## config.mk

```make
export PLATFORM = sky130hd
export DESIGN_NAME = instr_prefetch
export DESIGN_NICKNAME = d
export VERILOG_FILES = /design/src/rtl/prefetch_pkg.sv /design/src/rtl/prefetch_fifo.sv /design/src/rtl/instr_prefetch.sv
export SDC_FILE = /design/constraint.sdc
export NUM_CORES = 1
export LEC_CHECK = 0
export ABC_AREA = 1
export ABC_CLOCK_PERIOD_IN_PS = 11100
export CORE_ASPECT_RATIO = 1.2
export CORE_MARGIN = 2
export CORE_UTILIZATION = 55
export CTS_BUF_LIST = sky130_fd_sc_hd__clkbuf_2 sky130_fd_sc_hd__clkbuf_4 sky130_fd_sc_hd__clkbuf_8
export DETAILED_ROUTE_END_ITERATION = 10
export PLACE_DENSITY_LB_ADDON = 0.12
export RECOVER_POWER = 25
export SLEW_MARGIN = 20
export SYNTH_ARGS = -nofsm -noshare
export SYNTH_HDL_FRONTEND = slang
export SYNTH_SLANG_ARGS = --single-unit
```

## constraint.sdc

```tcl
create_clock -name clk -period 11.1 [get_ports clk]
set_clock_uncertainty 0.1 [all_clocks]
set_input_delay 1.11 -clock clk [delete_from_list [all_inputs] [get_ports clk]]
set_output_delay 1.11 -clock clk [all_outputs]
set_load 0.05 [all_outputs]
```

## src/rtl/prefetch_pkg.sv

```systemverilog
// Shared types and constants for the instruction prefetch stage.
package prefetch_pkg;

   typedef enum logic [1:0] {
      ST_IDLE = 2'd0,
      ST_WAIT = 2'd1,
      ST_DROP = 2'd2
   } state_t;

   localparam logic [31:0] NOP           = 32'h0;
   localparam int          DEFAULT_DEPTH = 4;
   localparam int          ENTRY_W       = 64;

endpackage

```

## src/rtl/prefetch_fifo.sv

```systemverilog
// Small register FIFO holding {instruction, PC+4} entries; head is always visible.
module prefetch_fifo
   import prefetch_pkg::*;
#(
   parameter int DEPTH = DEFAULT_DEPTH,
   localparam int PW   = $clog2(DEPTH),
   localparam int CW   = $clog2(DEPTH + 1)
) (
   input  logic               clk,
   input  logic               rst,
   input  logic               i_push,
   input  logic               i_pop,
   input  logic               i_clear,
   input  logic [ENTRY_W-1:0] i_wdata,
   output logic [ENTRY_W-1:0] o_rdata,
   output logic [CW-1:0]      o_count,
   output logic               o_empty,
   output logic               o_full
);

   logic [ENTRY_W-1:0] r_mem [DEPTH];
   logic [PW-1:0]      r_wr_ptr;
   logic [PW-1:0]      r_rd_ptr;
   logic [CW-1:0]      r_count;
   logic               w_do_push;
   logic               w_do_pop;

   assign o_full    = (r_count == CW'(DEPTH));
   assign o_empty   = (r_count == '0);
   assign w_do_push = i_push && !o_full;
   assign w_do_pop  = i_pop && !o_empty;

   // Clear wins over a simultaneous push/pop: the whole path is being flushed.
   always_ff @(posedge clk or negedge rst) begin
      if (!rst) begin
         r_wr_ptr <= '0;
         r_rd_ptr <= '0;
         r_count  <= '0;
      end else if (i_clear) begin
         r_wr_ptr <= '0;
         r_rd_ptr <= '0;
         r_count  <= '0;
      end else begin
         if (w_do_push) r_wr_ptr <= r_wr_ptr + PW'(1);
         if (w_do_pop)  r_rd_ptr <= r_rd_ptr + PW'(1);
         if (w_do_push && !w_do_pop)
            r_count <= r_count + CW'(1);
         else if (w_do_pop && !w_do_push)
            r_count <= r_count - CW'(1);
      end
   end

   always_ff @(posedge clk) begin
      if (w_do_push && !i_clear)
         r_mem[r_wr_ptr] <= i_wdata;
   end

   assign o_rdata = r_mem[r_rd_ptr];
   assign o_count = r_count;

endmodule

```

## src/rtl/instr_prefetch.sv

```systemverilog
// Instruction prefetch: fetch FSM with redirect handling in front of a small FIFO to decode.
module instr_prefetch
   import prefetch_pkg::*;
#(
   parameter int          DEPTH    = DEFAULT_DEPTH,
   parameter logic [31:0] RESET_PC = 32'h0
) (
   input  logic        clk,
   input  logic        rst,
   input  logic        redirect,
   input  logic [31:0] redirect_pc,
   output logic        imem_req,
   output logic [31:0] imem_addr,
   input  logic        imem_ack,
   input  logic [31:0] imem_rdata,
   output logic        d_valid,
   output logic [31:0] d_inst,
   output logic [31:0] d_pc,
   input  logic        d_ready
);

   localparam int CW = $clog2(DEPTH + 1);

   state_t             r_state;
   logic [31:0]        r_fetch_pc;
   logic [31:0]        r_target;
   logic [CW-1:0]      w_count;
   logic               w_empty;
   logic               w_full;
   logic [ENTRY_W-1:0] w_head;
   logic               w_pop;
   logic               w_push;
   logic [CW:0]        w_count_after;

   assign w_pop         = d_valid & d_ready;
   assign w_push        = imem_ack & (r_state == ST_WAIT) & ~redirect;
   assign w_count_after = {1'b0, w_count} + (CW + 1)'(1) - (CW + 1)'(w_pop);

   // A request is only issued while a FIFO slot is guaranteed for its data.
   always_ff @(posedge clk or negedge rst) begin
      if (!rst) begin
         r_state    <= ST_IDLE;
         r_fetch_pc <= RESET_PC;
         r_target   <= RESET_PC;
      end else begin
         case (r_state)
            ST_IDLE: begin
               if (redirect)
                  r_fetch_pc <= redirect_pc;
               else if (!w_full)
                  r_state <= ST_WAIT;
            end
            ST_WAIT: begin
               if (redirect && !imem_ack) begin
                  r_target <= redirect_pc;
                  r_state  <= ST_DROP;
               end else if (redirect && imem_ack) begin
                  r_fetch_pc <= redirect_pc;
                  r_state    <= ST_IDLE;
               end else if (imem_ack) begin
                  r_fetch_pc <= r_fetch_pc + 32'd4;
                  if (w_count_after < (CW + 1)'(DEPTH))
                     r_state <= ST_WAIT;
                  else
                     r_state <= ST_IDLE;
               end
            end
            ST_DROP: begin
               // Address stays on the stale fetch until memory completes it.
               if (redirect)
                  r_target <= redirect_pc;
               if (imem_ack) begin
                  r_fetch_pc <= redirect ? redirect_pc : r_target;
                  r_state    <= ST_IDLE;
               end
            end
            default: r_state <= ST_IDLE;
         endcase
      end
   end

   prefetch_fifo #(
      .DEPTH (DEPTH)
   ) u_fifo (
      .clk     (clk),
      .rst     (rst),
      .i_push  (w_push),
      .i_pop   (w_pop),
      .i_clear (redirect),
      .i_wdata ({imem_rdata, r_fetch_pc + 32'd4}),
      .o_rdata (w_head),
      .o_count (w_count),
      .o_empty (w_empty),
      .o_full  (w_full)
   );

   assign imem_req  = (r_state != ST_IDLE);
   assign imem_addr = r_fetch_pc;
   assign d_valid   = !w_empty;
   assign d_inst    = d_valid ? w_head[63:32] : NOP;
   assign d_pc      = d_valid ? w_head[31:0]  : NOP;

endmodule

```

==> run metrics, run 1 <==
Lkg Pwr between 6 and 7 nW; CTS tree yes; ys async rst share between 20% and 30%; IO Pins 167; sequential cell area fraction in the yosys report 62.7%; H-tree depth 2; WP buf/inv 2; Chip Height around 190 µm; die area between 20000 and 30000 µm²; total congestion overflow 0; Total Power between 5 and 6 mW; Yosys reg bits approximately 330; Synth area leader edfxtp_1; Clock Latency Late Sink 0.58 ns; placed cells about 2000; instance count on the critical path 2; HP Class reg2reg; Post-Syn Area ~15000 µm²; top_reg_cell synth edfxtp_1; GP Congestion 0.845; vias in the first global route between 10000 and 15000; setup TNS 0 ns; cts-stage hold buffer count 0; worst hold slack around 0.43 ns; post-layout util 66.6%; CP max stage cell clkbuf_1; Largest delay share family, worst path buffers and inverters; Net count, final 1807; total global-route track usage about a quarter; DRT Pass-1 Iters 5; syn_nets 1666; area grow syn2layout 18.9%; Slew Limit Fails 74; crit end category async pin; Worst Min Path Start r_target[11]$_DFFE_PN0P_; Synth top area share roughly half; clock slew at reported path FFs 0.06 ns; number of port buffers around 170; YS warnings 0; Cell Pwr Density between 200 and 300 nW/µm²; post-CTS setup buffer count 0; Vias 11600; Post-Synthesis Cells 1587; Detail Route Antenna Nets 0; drt via density 5.49; initial core utilization 56.0%; Setup-failing EPs final 0; Routed wire per std cell 16.7 µm; Min-Delay Endpoint r_target[11]$_DFFE_PN0P_; Setup crit start kind input port; share of cells above drive strength 1 between 6 and 7%; Iter 0 DRT Violations about 950; row cnt 66; CP peak stage delay 2.95 ns; Final min period about 5.2 ns; post_cts resized 0; Peak VDD IR roughly 240 µV; FF-to-FF End imem_addr[1]$_DFFE_PN0P_; total routed wirelength about 35000 µm; Reg2Reg Depth 10; fmax around 0.19 GHz; core region area 27100 µm²; Final Hold Fails 0; die width between 150 and 200 µm; clk buf depth 3; first-pass GRT wire length 55900 µm; status finished with violations; worst setup path class in2async; Num Clock Sinks ~330; violated checks max-capacitance violations, max-slew violations; DRC 0; total CTS buffers 50; pin count of the biggest net entering global routing between 90 and 100; CP Cell Sequence buf_2, clkbuf_1; worst path required time between 10 and 15 ns; fin crit share a little under half; slew margin rel. -183%; Max Cap Viol 1; syn avg cell area approximately 9.6 µm²; Cell Count, Final, Fillers Out 2112; ranking of synthesized cells by area edfxtp_1 (51%), dfrtp_1 (12%), nor2_1 (9.4%); Slew @ Worst Pin ~4.3 ns; worst hold path cell count 2; worst-path fanout max 73; Yosys cell types 34; FF-to-FF Start r_state[1]$_DFFE_PN0P_; number of synthesized flops with an enable pin around 260; CTS root buffer clkbuf_8; post-detail-place hpwl approximately 21000 µm; setup repair after global routing missed its margin no; initial antenna violation count 2; Worst R2R Setup Slack between 8 and 9 ns; Arr. time, crit path 4.19 ns
## layout by cell type, fill, tap and decap left out, drive strengths merged, types with 9 or more instances in the layout
cell type / Yosys / routed
clkdlybuf4s50: 0 / 132
xnor2: 9 / 9
o21ai: 162 / 162
dfrtp: 73 / 73
nor2: 388 / 388
dlygate4sd3: 0 / 32
xor2: 9 / 9
a31oi: 12 / 12
a21oi: 177 / 177
ha: 9 / 9
a211oi: 22 / 22
clkinv: 1 / 22
nand3: 26 / 26
clkbuf: 47 / 68
edfxtp: 256 / 256
inv: 86 / 87
buf: 44 / 15
nand2: 246 / 246
## cell usage after synthesis (9+ instances only)
cell type,count
xor2_1,9
a31oi_1,12
inv_1,80
dfrtp_1,73
xnor2_1,9
nand3_1,25
buf_2,25
clkbuf_1,47
a21oi_1,177
edfxtp_1,256
nand2_1,244
o21ai_0,153
buf_1,14
nor2_1,379
a211oi_1,22
ha_1,9
## cell families (layout without fill, tap and decap cells)
| group | count (synthesis) | after routing | synth area share [%] |
|---|---|---|---|
| AO/OA/AOI/OAI | 380 | 380 | 13.1 |
| other | 0 | 3 | 0 |
| flip-flops | 329 | 329 | 62.7 |
| buffers and inverters | 178 | 360 | 4.78 |
| XOR/XNOR | 18 | 18 | 1.04 |
| AND/OR/NAND/NOR | 672 | 672 | 17.4 |
| adder cells (fa/ha/maj) | 10 | 10 | 0.874 |
## final cells by class
cell class / count / area, µm²
antenna: 3 / 7.51
clock inverter: 26 / 208
sequential: 329 / 9520
clock buffer: 67 / 822
timing repair buffer: 180 / 1750
multi-input combinational: 1080 / 4970
inverter: 87 / 327
tap: 340 / 425
fill: 2199 / 9050
## power by group
part	internal, mW	leakage (nW)	switching (mW)
Clock	0.556	0.541	0.458
Combinational	0.738	3.14	1.69
Sequential	1.59	3.18	0.171
## how the worst max path moves through the flow
stage                                   start                        endpoint  slack, ns
2_1_floorplan                        redirect    u_fifo.r_mem[0][0]$_DFFE_PP_       6.25
3_3_place_gp   u_fifo.r_rd_ptr[0]$_DFFE_PN0P_                        d_pc[29]       6.63
3_5_place_dp   u_fifo.r_rd_ptr[0]$_DFFE_PN0P_                        d_pc[29]       6.59
4_1_cts        u_fifo.r_rd_ptr[0]$_DFFE_PN0P_                        d_pc[29]       5.97
5_1_grt                                   rst  u_fifo.r_rd_ptr[0]$_DFFE_PN0P_       5.14
6_report                                  rst  u_fifo.r_rd_ptr[0]$_DFFE_PN0P_       5.89
## per-stage QoR
stage	instance area, µm²	setup slack (ns)
floorplan	15200	6.25
CTS	18000	5.97
finish	18000	5.89
global route	18000	5.14
global placement	17000	6.63
detailed placement	17000	6.59
## flip-flops by register name, indices dropped and copies added (netlist names)
| register | count |
|---|---|
| u_fifo.r_rd_ptr | 2 |
| imem_addr | 32 |
| r_state | 2 |
| u_fifo.r_wr_ptr | 2 |
| u_fifo.r_mem | 256 |
| u_fifo.o_count | 3 |
| r_target | 32 |
## layer usage
metal | up-vias | GRT usage, % | wire, µm
li1 | 5665 | - | -
met1 | 5466 | 32.4 | 14700
met2 | 392 | 41.4 | 17300
met3 | 80 | 3.98 | 2310
met4 | 0 | 9.61 | 1110
met5 | - | 0 | 0
No activity file was read; power rests on OpenSTA's default activity.
==> run 2, diff against run 1 <==
- ABC_CLOCK_PERIOD_IN_PS: 11100 -> 4300
- CORE_UTILIZATION: 55 -> 53
- clock period: 11.1 -> 4.3 ns (I/O delays scaled with it)
==> run metrics, run 2 (same netlist as run 1, synthesis figures left out) <==
FF-to-FF End imem_addr[0]$_DFFE_PN0P_; Lkg Pwr 6.87 nW; share of cells above drive strength 1 6.93%; vias in the first global route 11100; slew margin rel. under 10%; HP Class in2reg; Largest delay share family, worst path buffers and inverters; DRT Pass-1 Iters 5; most common cell after layout, fill and taps aside nor2_1; Slew Limit Fails 0; total routed wirelength ~36000 µm; pin count of the biggest net entering global routing 98; combinational share of power between 40% and 50%; CP max stage cell dfrtp_4; post-detail-place hpwl 22200 µm; Reg power frac between 30% and 40%; fin crit share about nine tenths; fmax between 0.2 and 0.3 GHz; total congestion overflow 0; Reg2Reg Depth 10; max reg flops 256; Most Crowded Layer GR met2; switching part of the total a little under half; Internal about 7.3 mW; worst path required time 3.77 ns; die area around 30000 µm²; CP peak stage delay about 0.86 ns; CP Launch Point u_fifo.r_rd_ptr[0]$_DFFE_PN0P_; core region area between 20000 and 30000 µm²; worst hold slack slightly above 0.2 ns; crit end category output port; met1 GRT Util approximately 33%; WP buf/inv 2; post_cts resized 0; CTS root buffer clkbuf_8; initial core utilization between 50% and 60%; cts-stage hold buffer count 1; CTS tree yes; Peak VDD IR 557 µV; worst setup path class reg2out; Clock Latency Late Sink between 0.5 and 0.6 ns; sw power approximately 6 mW; total CTS buffers 50; Worst R2R Setup Slack between 1 and 1.5 ns; status finished, final reports clean; most frequent cells in the layout nor2_1 (375), edfxtp_1 (256), nand2_1 (244); met2 usage about two fifths; first-pass GRT wire length approximately 57000 µm; Net count, final between 1500 and 2000; row cnt 67; Iter 0 DRT Violations 695; Routed wire per std cell ~17 µm; Chip Height around 190 µm; area grow syn2layout 19.3%; CP Cell Sequence buf_4, nor2_1, nor2_1, o21ai_0, a21oi_1, clkdlybuf4s50_1; setup repair after global routing missed its margin no; IO Pins roughly 170; Final min period just under 4 ns; crit path to d_inst[16]; GP Congestion 0.851; post-CTS setup buffer count 0; FF-to-FF Start r_state[1]$_DFFE_PN0P_; die width 158 µm; most used cell, CP nor2_1; Max Cap Viol 0; share of power burned in the clock network a little under a fifth; Arr. time, crit path between 3 and 4 ns; Cell Pwr Density roughly 730 nW/µm²; Final Hold Fails 0; Vias ~12000; worst-path fanout max 64; clk buf depth 3; number of port buffers about 170; Slew @ Worst Pin around 1.5 ns; instance count on the critical path 6; drt via density 5.37; clock slew at reported path FFs 0.06 ns; Total Power between 10 and 15 mW; DRC 0; met3 usage ~3.3%; total global-route track usage approximately 24%; setup TNS 0 ns; Worst Min Path Start redirect; Detail Route Antenna Nets 0; Biggest register u_fifo.r_mem; Setup crit start kind flop; Num Clock Sinks approximately 330; H-tree depth 2; Setup-failing EPs final 0; initial antenna violation count 0
-- run 2: changes by cell type in the layout (fill, tap and decap cells not counted), moves of 2 or more --
cell | previous run | this run
buf_12 | 0 | 4
buf_4 | 13 | 16
bufinv_16 | 3 | 1
clkbuf_4 | 16 | 12
clkinv_2 | 6 | 10
diode_2 | 3 | 1
-- run 2: per-layer routing --
layer | part of all wire, % | vias up
met5 | 0 | -
met4 | 2.7 | 0
met3 | 4.9 | 75
met2 | 49 | 326
met1 | 43 | 5478
li1 | - | 5681
-- run 2: per-stage QoR --
step                instance area [µm²]  worst slack, ns  utilization (%)  std cells
detailed placement                17100             1.05             61.1       2062
floorplan                         15200           0.0558                -       1587
finish                            18100            0.429             64.4       2154
global placement                  17100             1.07             61.1       2062
global route                      18100            0.228             64.4       2153
CTS                               18100            0.419             64.4       2153
-- run 2: worst register-to-register path, cell delays in order, from the launching register on --
cell	delay, ns
dfrtp_1	0.38
inv_1	0.07
ha_1	0.24
inv_2	0.48
nor2_1	0.14
or2_1	0.27
nor2_4	0.24
inv_2	0.42
nor2_1	0.27
o211ai_1	0.15
nand2_1	0.09
-- run 2: how the worst min path moves through the flow --
stage                                          end  slack (ns)  cells after the start
finish              u_fifo.r_rd_ptr[0]$_DFFE_PN0P_        0.21                      4
global route        u_fifo.r_rd_ptr[0]$_DFFE_PN0P_        0.24                      4
CTS                 u_fifo.r_rd_ptr[0]$_DFFE_PN0P_        0.18                      4
detailed placement        r_target[24]$_DFFE_PN0P_        0.34                      1
global placement          r_target[24]$_DFFE_PN0P_        0.33                      1
floorplan                 imem_addr[0]$_DFFE_PN0P_        0.03                      0
-- run 2: layout make-up --
class                      count  area (µm²)
inverter                      87         327
fill                        2261        9990
timing repair buffer         188        1860
antenna                        1        2.50
multi-input combinational   1080        4970
clock inverter                28         156
clock buffer                  62         778
sequential                   329        9520
tap                          379         474
-- run 2: power groups by stage --
| stage | registers, mW | clock network [mW] | logic (mW) |
|---|---|---|---|
| 6_report | 4.54 | 2.44 | 6.31 |
| 5_1_grt | 4.60 | 2.64 | 6.86 |
| 4_1_cts | 4.53 | 2.49 | 6.35 |
| 3_3_place_gp | 4.59 | 0 | 6.24 |
| 3_5_place_dp | 4.60 | 0 | 6.33 |
| 2_1_floorplan | 4.90 | 0 | 4.06 |
